==> src/rtl/intercal_alu_seq.sv <==
// Purpose : clocked INTERCAL ALU (mingle, select, unary AND/OR/XOR) with
//           byte-loaded A/B operand registers and byte/whole result readback.
// Latency : 1 edge for mingle/unary/reserved ops; WIDTH edges for select (busy high).
// Backpr. : none; start and operand writes are ignored while busy.
// Ports   : i_clk/i_rst (sync, active-high); i_wr_en/i_wr_b/i_wr_byte/i_wr_data
//           load operand bytes; i_start/i_op launch an op; o_busy/o_done/o_err
//           report status; o_result holds the result; i_rd_byte selects o_rd_data.
module intercal_alu_seq #(
  parameter  int WIDTH = 32,
  localparam int HALF  = WIDTH / 2,
  localparam int BW    = $clog2(WIDTH / 8)
) (
  input  logic             i_clk,
  input  logic             i_rst,
  input  logic             i_wr_en,
  input  logic             i_wr_b,
  input  logic [BW-1:0]    i_wr_byte,
  input  logic [7:0]       i_wr_data,
  input  logic             i_start,
  input  logic [2:0]       i_op,
  output logic             o_busy,
  output logic             o_done,
  output logic             o_err,
  output logic [WIDTH-1:0] o_result,
  input  logic [BW-1:0]    i_rd_byte,
  output logic [7:0]       o_rd_data
);

  localparam int CW = $clog2(WIDTH);

  typedef enum logic {S_IDLE, S_RUN} state_t;

  state_t           r_state, w_state_nxt;
  logic [WIDTH-1:0] r_a, r_b, r_result;
  logic [WIDTH-1:0] r_wa, r_wb, r_acc;   // select working copies + packed output
  logic [CW-1:0]    r_bit, r_cnt;        // input bit index, next output position
  logic             r_done, r_err;

  logic             w_start_sel, w_start_one, w_last, w_wr_ok;
  logic [WIDTH-1:0] w_ming, w_rot, w_one_res, w_acc_nxt;
  logic             w_one_err;

  // State register
  always_ff @(posedge i_clk) begin
    if (i_rst) r_state <= S_IDLE;
    else       r_state <= w_state_nxt;
  end

  // Next-state and control decode
  always_comb begin
    w_state_nxt = r_state;
    w_start_sel = 1'b0;
    w_start_one = 1'b0;
    w_last      = 1'b0;
    w_wr_ok     = 1'b0;
    case (r_state)
      S_IDLE: begin
        w_wr_ok = i_wr_en;
        if (i_start) begin
          if (i_op == 3'd1) begin
            w_start_sel = 1'b1;
            w_state_nxt = S_RUN;
          end else begin
            w_start_one = 1'b1;
          end
        end
      end
      S_RUN: begin
        if (r_bit == CW'(WIDTH - 1)) begin
          w_last      = 1'b1;
          w_state_nxt = S_IDLE;
        end
      end
      default: w_state_nxt = S_IDLE;
    endcase
  end

  // Single-cycle operators, evaluated on the current (pre-write) operands
  always_comb begin
    w_ming = '0;
    for (int k = 0; k < HALF; k++) begin
      w_ming[2*k+1] = r_a[k];
      w_ming[2*k]   = r_b[k];
    end
    w_rot     = {r_a[0], r_a[WIDTH-1:1]};
    w_one_res = '0;
    w_one_err = 1'b0;
    case (i_op)
      3'd0: begin
        w_one_res = w_ming;
        w_one_err = (|r_a[WIDTH-1:HALF]) | (|r_b[WIDTH-1:HALF]);
      end
      3'd2:    w_one_res = r_a & w_rot;
      3'd3:    w_one_res = r_a | w_rot;
      3'd4:    w_one_res = r_a ^ w_rot;
      default: w_one_err = 1'b1;  // op 1 never reaches here; 5-7 are reserved
    endcase
  end

  // One select step: working copies shift right so bit 0 is always bit i
  always_comb begin
    w_acc_nxt = r_acc;
    if (r_wb[0]) w_acc_nxt[r_cnt] = r_wa[0];
  end

  always_ff @(posedge i_clk) begin
    if (i_rst) begin
      r_a      <= '0;
      r_b      <= '0;
      r_result <= '0;
      r_wa     <= '0;
      r_wb     <= '0;
      r_acc    <= '0;
      r_bit    <= '0;
      r_cnt    <= '0;
      r_done   <= 1'b0;
      r_err    <= 1'b0;
    end else begin
      r_done <= 1'b0;
      if (w_wr_ok) begin
        if (i_wr_b) r_b[8*i_wr_byte +: 8] <= i_wr_data;
        else        r_a[8*i_wr_byte +: 8] <= i_wr_data;
      end
      if (w_start_one) begin
        r_result <= w_one_res;
        r_err    <= w_one_err;
        r_done   <= 1'b1;
      end
      if (w_start_sel) begin
        r_wa  <= r_a;
        r_wb  <= r_b;
        r_acc <= '0;
        r_bit <= '0;
        r_cnt <= '0;
      end
      if (r_state == S_RUN) begin
        r_wa  <= r_wa >> 1;
        r_wb  <= r_wb >> 1;
        r_acc <= w_acc_nxt;
        r_bit <= r_bit + CW'(1);
        if (r_wb[0]) r_cnt <= r_cnt + CW'(1);
        if (w_last) begin
          r_result <= w_acc_nxt;
          r_err    <= 1'b0;
          r_done   <= 1'b1;
        end
      end
    end
  end

  assign o_busy    = (r_state == S_RUN);
  assign o_done    = r_done;
  assign o_err     = r_err;
  assign o_result  = r_result;
  assign o_rd_data = r_result[8*i_rd_byte +: 8];

endmodule

==> config.mk <==
export PLATFORM = sky130hd
export DESIGN_NAME = intercal_alu_seq
export DESIGN_NICKNAME = d
export VERILOG_FILES = /design/src/rtl/intercal_alu_seq.sv
export SDC_FILE = /design/constraint.sdc
export NUM_CORES = 1
export LEC_CHECK = 0
export ABC_AREA = 1
export CELL_PAD_IN_SITES_DETAIL_PLACEMENT = 1
export CELL_PAD_IN_SITES_GLOBAL_PLACEMENT = 1
export CORE_AREA = 5 5 228 185
export DETAILED_ROUTE_END_ITERATION = 10
export DIE_AREA = 0 0 233 190
export GPL_TIMING_DRIVEN = 0
export PLACE_DENSITY_LB_ADDON = 0.05
export SLEW_MARGIN = 20
export SYNTH_ARGS = -nofsm -noshare
export SYNTH_HDL_FRONTEND = slang
export SYNTH_SLANG_ARGS = --single-unit
export TNS_END_PERCENT = 10
==> constraint.sdc <==
create_clock -name i_clk -period 1.9 [get_ports i_clk]
set_clock_uncertainty 0.1 [all_clocks]
set_input_delay 0.19 -clock i_clk [delete_from_list [all_inputs] [get_ports i_clk]]
set_output_delay 0.19 -clock i_clk [all_outputs]
set_load 0.05 [all_outputs]
==> flow_summary.ini <==
[run_status]
status = finished, violations left
violations = setup timing

[clock_tree]
clk_pin_slew_ps = 60
cts_sinks = 205
cts-buffers-inserted = 26
cts_buffer_depth = 3
cts_tree = done
worstSkewPairLatency_ps = 560
htree_levels = 1
cts_hold_buf = 0
root_buffer = clkbuf_16

[logic_synthesis]
synthTopCellsByArea = dfxtp_1 38%, nand2_1 13%, a21oi_1 8.9%, ha_1 8.6%, a22oi_1 4.3%
synth_area_sq_um = 10900
synth_cell_types = 36
synth_edf_count = 0
synth_top_area_cell = dfxtp_1
synth_nets = 1618
seq_area_frac_synth_pct = 37.5
synth_top_area_share_pct = 37.5
postSynthAreaPerCell_sq_um = 7.19
ys_ff_latch = 205
async_flop_share_pct = 0
synthFlopType = dfxtp_1
synth_cells = 1523
yosys_warnings = 0

[route]
drt_iter0_markers = 890
firstDrtPassIters = 5
drt-total-wl_um = 48700
route.antenna.remaining_nets = 0
viasPerCell = 5.01
route.detailed.drc = 0
vias = 11006
wl_per_cell_um = 22.2

[placed_design]
dpl.hpwl_um = 37900
numPortBuffers = 61
place_congestion = 0.855

[global_route]
grt_pass1_vias = 11011
track_usage_pct = 21.7
grt_first_pass_wirelength_um = 72600
grt-ovfl-total = 0
grt_antenna_before_repair = 1
grt_start_max_net_pins = 14

[final_layout]
drive_above_1_share_pct = 14.6
final_core_util_pct = 34.1
syn2layout_area_growth_pct = 24.4
n_antenna_cell = 0
fillCellCount = 4963
final_net_count = 1731

[timing]
slew_viol_final = 0
final-setup-viol-count = 6
fin_ws_ps = -50.1
min_period_over_period_pct = 103
slew_headroom_pct = 40.6
fin_crit_ps = 1950
hold_violations = 0
rsz0062_at_grt = yes
tightest_slew_ps = 890
fmax_mhz = 513

[floorplanning]
core_area_sq_um = 40000
initial_core_util_pct = 27.4
pin_count = 63
die_h_um = 190
die_x_um = 233
rows = 66
die_area_sq_um = 44300

[power]
ir_drop_v = 0.000601
p_per_area_nw_per_um2 = 775
p_total_uw = 10500
p_leak_uw = 0.00566

[worst_hold_path]
hold_path_class = in2reg

[setup_path]
critical_path.max_fanout = 6
start_kind = flip-flop
cp-end-kind = flip-flop
worst_ep_arrival_time_ps = 2330
cp.required_ps = 2280
path_class = reg2reg

[flow_run]
cap_violations = 0
[critical path, cell delays in order, from the launching register on]
cell,delay [ps]
dfxtp_4,360
ha_4,140
nand2_4,50
nor2_4,110
ha_2,180
buf_6,120
buf_8,130
nand4_1,360
nand2_1,180
nand2_1,70
nand2_1,70
[power by group]
| part | leakage, uW | internal (uW) | switching [uW] | total [uW] |
|---|---|---|---|---|
| registers | 0.00166 | 4350 | 67.0 | 4420 |
| logic | 0.00359 | 303 | 789 | 1090 |
| clock network | 0.000411 | 2950 | 2080 | 5040 |
[through the flow]
step	TNS (ps)	instances	hold WS [ps]	cell area, sq um	setup slack (ps)
finish	-111	2198	109	13600	-50.1
global route	-1310	2198	140	13600	-133
CTS	-1470	2189	81.0	13300	-142
detailed placement	-105230	2128	352	12200	-994
global placement	-94940	2128	345	12200	-929
floorplan	0	1523	286	10900	18.3
[cell families after synthesis]
kind of cell / share of synthesized area [%]
AO/OA/AOI/OAI: 21.3
XOR/XNOR: 0.0801
adder cells (fa/ha/maj): 8.58
buffers and inverters: 8.74
flip-flops: 37.5
AND/OR/NAND/NOR: 23.8
[registers in the layout, summed over array words and instances (netlist names)]
register  count
o_result     32
r_a          32
r_acc        32
r_b          32
r_wa         32
r_wb         32
r_bit         5
r_cnt         5
o_busy        1
o_done        1
o_err         1
[repair_timing]
item | 4_1_cts | 5_1_grt
resized for setup | 133 | 78
setup endpoints to repair | 217 | 156
gates cloned | 1 | 0
buffers inserted | 14 | 9
hold endpoints to repair | 0 | 0
pin swaps | 17 | 18
[cell type report]
class / instances / area [sq um] / share of cell area [%]
Tap cell: 544 / 681 / 5.00
Timing Repair Buffer: 85 / 769 / 5.65
Clock buffer: 34 / 721 / 5.29
Multi-Input combinational cell: 1086 / 6130 / 45.0
Clock inverter: 12 / 138 / 1.01
Sequential cell: 205 / 4120 / 30.2
Inverter: 142 / 561 / 4.12
Buffer: 90 / 502 / 3.68
[cell usage in the layout, fill, tap and decap left out, types with 9 or more instances in the layout]
cell type and n:
o21bai_1 18, a21oi_1 190, clkbuf_16 26, nand2_2 13, dfxtp_1 199, inv_2 20
nor2_4 14, o2111ai_1 9, o21ai_0 59, nand4_1 41, buf_4 28, a22oi_1 62
nand2_1 363, inv_1 115, ha_1 72, nand2_4 10, buf_2 38, clkdlybuf4s50_1 17
nand3_1 87, a211oi_1 9, clkbuf_1 28, o21ai_1 18, o22ai_1 11, nor2_2 12
dlygate4sd2_1 36, nor2_1 65
[synthesized netlist by cell type, types with 7 or more instances]
library cell  number
nor2_1            82
a21oi_1          194
nand2_2            8
inv_1            117
o21ai_1           18
nand3_1           89
buf_1             13
inv_2             24
dfxtp_1          205
o21bai_1          18
nand4_1           41
ha_1              75
buf_4              7
buf_2             39
nand2_1          376
a22oi_1           62
a211oi_1           9
o22ai_1           11
clkbuf_1          30
o2111ai_1          9
o21ai_0           60
[layer usage]
layer / up-vias / global-route usage, % / wire length [um]
met2: 205 / 30.7 / 19500
li1: 5369 / - / -
met1: 5383 / 34.4 / 26100
met5: - / 0 / 0
met3: 49 / 3.18 / 2110
met4: 0 / 4.34 / 963
[path summary, 6_finish.rpt]
kind	slack, ps	to	start	cells past startpoint
setup / recovery	-50	o_result[0]$_SDFF_PP0_	r_bit[1]$_SDFFE_PP0P_	10
hold / removal	110	r_wb[31]$_SDFFE_PP0P_	i_rst	4
setup reg to reg	-50	o_result[0]$_SDFF_PP0_	r_bit[1]$_SDFFE_PP0P_	10
hold reg to reg	360	r_acc[9]$_SDFFE_PP0P_	r_acc[9]$_SDFFE_PP0P_	2
No activity file was read; power rests on OpenSTA's default activity.
